==> config.mk <==
export PLATFORM = sky130hd
export DESIGN_NAME = reset_sync
export DESIGN_NICKNAME = d
export VERILOG_FILES = /design/src/rtl/sync_chain_rst.sv /design/src/rtl/reset_sync.sv
export SDC_FILE = /design/constraint.sdc
export NUM_CORES = 1
export LEC_CHECK = 0
export ABC_AREA = 0
export ABC_CLOCK_PERIOD_IN_PS = 2200
export CAP_MARGIN = 10
export CORE_AREA = 2 2 39 41
export DETAILED_ROUTE_END_ITERATION = 10
export DIE_AREA = 0 0 41 43
export PLACE_DENSITY_LB_ADDON = 0.25
export SKIP_LAST_GASP = 1
export SLEW_MARGIN = 20
export SYNTH_ARGS = -nofsm -noshare
export SYNTH_HDL_FRONTEND = slang
export SYNTH_SLANG_ARGS = --single-unit
==> constraint.sdc <==
create_clock -name clk -period 2.2 [get_ports clk]
set_input_delay 0.44 -clock clk [delete_from_list [all_inputs] [get_ports clk]]
set_output_delay 0.44 -clock clk [all_outputs]
set_load 0.02 [all_outputs]
==> src/rtl/sync_chain_rst.sv <==
// N-flop synchronizer chain with an asynchronous set. Stage 0 samples a
// constant 0. The chain output therefore falls STAGES edges after the set is released.
module sync_chain_rst #(
  parameter int STAGES = 3
) (
  input  logic clk,
  input  logic rst,
  output logic sync,
  output logic sync_next
);

  if (STAGES < 2) begin : g_bad_stages
    $error("sync_chain_rst: STAGES must be at least 2");
    assign sync      = 1'b1;
    assign sync_next = 1'b1;
  end else begin : g_chain
    // Keep the flops adjacent and untouched so that their metastability settling time is preserved.
    (* ASYNC_REG = "TRUE", dont_touch = "true" *)
    logic [STAGES-1:0] chain_reg = '1;

    always_ff @(posedge clk or posedge rst) begin
      if (rst) begin
        chain_reg <= '1;
      end else begin
        chain_reg <= {chain_reg[STAGES-2:0], 1'b0};
      end
    end

    assign sync      = chain_reg[STAGES-1];
    // sync_next lets the consumer register the value that sync takes after the next edge.
    assign sync_next = chain_reg[STAGES-2];
  end

endmodule

==> src/rtl/reset_sync.sv <==
// Reset bridge: asserts asynchronously and releases through a synchronizer chain.
// The release is then stretched by STRETCH_CYCLES, and a one-cycle done strobe marks the release.
module reset_sync #(
  parameter int SYNC_STAGES    = 3,
  parameter int STRETCH_CYCLES = 4
) (
  input  logic clk,
  input  logic reset,
  output logic rst_out,
  output logic rst_n_out,
  output logic rst_done
);

  localparam int CW = (STRETCH_CYCLES < 1) ? 1 : $clog2(STRETCH_CYCLES + 1);
  localparam logic [CW-1:0] COUNT_INIT = CW'(STRETCH_CYCLES);

  if (STRETCH_CYCLES < 0) begin : g_bad_stretch
    $error("reset_sync: STRETCH_CYCLES must be at least 0");
  end

  logic sync;
  logic sync_next;

  sync_chain_rst #(
    .STAGES (SYNC_STAGES)
  ) u_chain (
    .clk       (clk),
    .rst       (reset),
    .sync      (sync),
    .sync_next (sync_next)
  );

  logic [CW-1:0] count_reg   = COUNT_INIT;
  logic          rst_out_reg = 1'b1;
  logic          rst_n_reg   = 1'b0;
  logic          done_reg    = 1'b0;
  logic [CW-1:0] count_next;
  logic          rst_out_next;

  // The outputs are computed from next-state values, so rst_out falls on the same edge as the counter reaching zero.
  always_comb begin
    count_next = count_reg;
    if (!sync && (count_reg != '0)) begin
      count_next = count_reg - 1'b1;
    end
    rst_out_next = sync_next | (count_next != '0);
  end

  always_ff @(posedge clk or posedge reset) begin
    if (reset) begin
      count_reg   <= COUNT_INIT;
      rst_out_reg <= 1'b1;
      rst_n_reg   <= 1'b0;
      done_reg    <= 1'b0;
    end else begin
      count_reg   <= count_next;
      rst_out_reg <= rst_out_next;
      rst_n_reg   <= ~rst_out_next;
      done_reg    <= rst_out_reg & ~rst_out_next;
    end
  end

  assign rst_out   = rst_out_reg;
  assign rst_n_out = rst_n_reg;
  assign rst_done  = done_reg;

endmodule

# Word-level counts from Yosys, hierarchy flattened

Cells that the tools add are included.

Register bits: 9
Input bits: 2
Word-level logic and storage cells: 14

Add/sub/neg operators: 1
Muxes and demuxes: 1
Bitwise logic cells: 3
Reductions and logical operators: 4

Operator list:

| kind                  | count |
|---|---|
| $reduce_bool A3 Y1    | 2 |
| $mux W3               | 1 |
| $sub A3 B1 Y3 const B | 1 |
| $and A1 B1 Y1         | 1 |
| $logic_and A1 B1 Y1   | 1 |
| $logic_not A1 Y1      | 1 |
| $not A1 Y1            | 1 |
| $or A1 B1 Y1          | 1 |

# Logic depth before layout (Yosys ltp)

Word-level depth: 7
Mapped depth: 6

# Modules after synthesis

From an unflattened synthesis, not the netlist that was laid out.

Cells, all modules: 28
Area total of the unflattened synthesis: 352.8 um^2

By module, submodules not included:

| module         | instances | cells each | area each (um^2) |
|---|---|---|---|
| reset_sync     | 1         | 23         | 266.5 |
| sync_chain_rst | 1         | 5          | 86.3 |

# Least setup slack after synthesis

No wires, ideal clock.

Path kind: register -> register
Start: register count_reg[0]
End: register rst_out_reg, in the netlist rst_out
Arrival time: 1.467 ns
Required time: 2.112 ns
Path slack: 0.645 ns
Cell stages (with the launch flop): 7
Path buffers: 0
Clock period less this slack: 1.555 ns
Path through: dfrtp_1 > inv_1 > ha_1 > ha_1 > nor2_2 > mux2i_1 > or3_1

Cells in the longest elaborated chain, start to end: 5
Elaborated cells between the ends (all ways): 6
Those cells by class: 1 x add/sub; 1 x mux; 1 x bitwise; 3 x reduce/logical

Ends and longest elaborated chain:

| item                                                  | RTL line         | source |
|---|---|---|
| start: declaration                                    | reset_sync.sv:33 | `logic [CW-1:0] count_reg = COUNT_INIT;` |
| start signal: assignment                              | reset_sync.sv:56 | `count_reg <= count_next;` |
| branches (longest 2 deep; another with $sub A3 B1 Y3) | n/a              |  |
| $mux W3 (*)                                           | reset_sync.sv:43 | `if (!sync && (count_reg != '0)) begin` |
| net count_next[2]                                     | reset_sync.sv:37 | `logic [CW-1:0] count_next;` |
| $reduce_bool A3 Y1 (*)                                | reset_sync.sv:46 | `rst_out_next = sync_next \| (count_next != '0);` |
| $or A1 B1 Y1 (*)                                      | reset_sync.sv:46 |  |
| net rst_out_next                                      | reset_sync.sv:38 | `logic rst_out_next;` |
| end signal: assignment                                | reset_sync.sv:57 | `rst_out_reg <= rst_out_next;` |
| end: declaration                                      | reset_sync.sv:34 | `logic rst_out_reg = 1'b1;` |

Mark *: on every way through the listed nets, which the timed path passes.

# Worst setup path in the final report

Start: register rst_out_reg, in the netlist rst_out
End: output rst_out

RTL lines:

| item             | RTL line        | source |
|---|---|---|
| end: declaration | reset_sync.sv:9 | `output logic rst_out,` |

No word-level cell between the ends.

==> results.md <==
- Status: completed
- Simple-gate area share of the yosys netlist: 11.5%
- Placeable Area: 1380 um^2
- DRT Pass-1 Iters: 4
- Synth top area share: 37.6%
- Layout Area Growth over Synthesis: 24.7%
- WL/cell: 9.14 um
- CTS Buf Count: 3
- # DRC: 0
- Via count: 211
- Total Power: 315 uW
- Pwr Density: 724 nW/um^2
- Int Power: 252 uW
- Leftover overflow at the end of global routing: 0
- Pin count of the biggest net entering global routing: 10
- Commonest non-fill, non-tap cell in the layout: dfstp_2
- Hold Path Cell Cnt: 0
- Buffers on Ports: 4
- Crit path cell chain: clkdlybuf4s50_1
- Register area share after synthesis: 66.3%
- Vias in the first global route: 208
- Final-report setup violation count: 0
- Max-Cap Viols: 0
- Mapped Nets: 31
- Max FO, Critical Path: 2
- Final estimated routing congestion in global placement: 0.703
- Mux cell area share after synthesis: 5.73%
- Max rail drop VDD: 426 uV
- HP Class: flop to flop
- Crit share post-route: 82.0%
- Largest cells by area after synthesis: dfstp_2, dfrtp_1, ha_1, mux2i_1, inv_1
- Sw Share: 20.2%
- Root buffer cell: clkbuf_4
- Yosys cell types: 14
- Die area: 1760 um^2
- Yosys Warn Count: 0
- Hold_buf cts: 0
- Tmin final: 1800 ps
- Reg-to-reg setup timing slack: 500 ps
- Pleak: 0.180 nW
- Initial antenna violation count: 0
- Commonest cells after routing, fill and taps aside: dfstp_2, inv_1, dfrtp_1, clkdlybuf4s50_1, clkbuf_4
- Diode count: 0
- Leading area contributor after synthesis: dfstp_2
- CTS tree: yes
- H-Tree Depth: 1
- Crit path max-delay family: buffers and inverters
- Initial Utilization: 25.2%
- Share of cells above drive strength 1: 25.7%
- I/O pins: 5
- Max stage delay on crit path: 590 ps
- Worst-path clk slew: 50 ps
- Compound-Gate Fraction of Synth Area: 1.43%
- Initial detailed-routing violation count: 6
- Setup CP Type: flop to primary output
- Xor and xnor area share after synthesis: 2.51%
- Crit-path slowest cell: clkdlybuf4s50_1
- Syn Std Cell Area: 349 um^2
- Total track usage: 8.22%
- Largest family of logic cells by synthesized area: simple AND/OR/NAND/NOR gates
- Fin Setup TNS: 0 ps
- Seq cells post-synth: 9
- WP buf/inv: 1
- CP endpoint kind: primary output
- Synth Area in Adders: 7.17%
- Startpoint Class: flop
- Number of setup buffers added after CTS: 0
- TritonCTS Sinks: 9
- Final hold violation count: 0
- Net Switching: 63.5 uW
- Die Height: 43 um
- Die X: 41 um
- Final nets: 40
- Vias per std cell: 4.14
- Slew Viols, Final: 0
- Stages on the worst setup path: 1
- CP required: 1760 ps
- Clock network latency to the later pin of the worst-skew pair: 260 ps
- Worst reg2reg path depth: 6
- Clock Skew: 4.26 ps
- Cells after Synth: 27
- Post-route ant nets: 0
- Cts repair resizes: 0
- Routed WL: 466 um
- Share of power burned in the clock network: 38.8%
- Avg Inst Size Synth: 12.9 um^2
- Comb pwr share: 5.1%
- RSZ-0062 raised after global routing: false
- First-pass GRT wire length: 848 um
- Std cell rows: 14
- Clock Path Buffers: 2
- Sequential share of power: 56.1%
- Data arrival time of the worst path: 1360 ps
- Max Clk Rate: 554 MHz
==> cell type report <==
type | count | area, um^2
flip-flops and latches | 9 | 231
well taps | 16 | 20.0
multi-input cells | 14 | 103
clock buffers | 4 | 26.3
inverters | 4 | 15.0
repair buffers | 4 | 40.0
fillers | 145 | 948
==> power groups by stage <==
stage | Sequential [mW] | Combinational [mW] | Clock [mW]
finish | 0.177 | 0.0162 | 0.122
global route | 0.177 | 0.0181 | 0.137
CTS | 0.177 | 0.0167 | 0.127
detailed placement | 0.179 | 0.0166 | 0
global placement | 0.179 | 0.0165 | 0
floorplan | 0.183 | 0.00463 | 0
==> synth_stat cells, drive strengths merged <==
| cell type | number |
|---|---|
| conb | 1 |
| or3 | 1 |
| inv | 4 |
| a21oi | 1 |
| nor3 | 1 |
| dfrtp | 4 |
| ha | 2 |
| nor2 | 3 |
| nor4b | 1 |
| and2 | 1 |
| mux2i | 2 |
| dfstp | 5 |
| xnor2 | 1 |
==> path summary, 6_finish.rpt <==
| path | from | endpoint |
|---|---|---|
| max | rst_out | rst_out |
| min in group asynchronous | reset | rst_done |
| min | u_chain.g_chain.chain_reg[0] | u_chain.g_chain.chain_reg[1] |
| min reg2reg | u_chain.g_chain.chain_reg[0] | u_chain.g_chain.chain_reg[1] |
| max reg2reg | count_reg[0] | rst_out |
| max in group asynchronous | reset | rst_out |
==> layer usage <==
metal	GRT usage, %	vias up	routed length (um)
met1	8.97	97	173
li1	-	101	-
met3	7.85	2	52
met5	0	-	0
met4	6.00	0	12
met2	9.38	11	226
==> cell families (layout without fill, tap and decap cells) <==
kind of cell | count (synthesis) | count (layout)
xor gates and xnor gates | 1 | 1
muxes | 2 | 2
DFF | 9 | 9
other | 1 | 1
AOI/OAI and AO/OA | 1 | 1
adders and majority gates | 2 | 2
and+or+nand+nor | 7 | 7
buffers and inverters | 4 | 12
==> through the flow <==
stage	hold WS (ps)	cells	worst slack (ps)	area [um^2]	util, %
after detailed placement	351	47	491	409	29.6
after floorplan	264	27	645	349	-
final	356	51	396	435	31.5
after global placement	347	47	529	409	29.6
after global routing	363	51	339	435	31.5
after CTS	359	51	387	435	31.5
(Power assumes the default switching activity.)
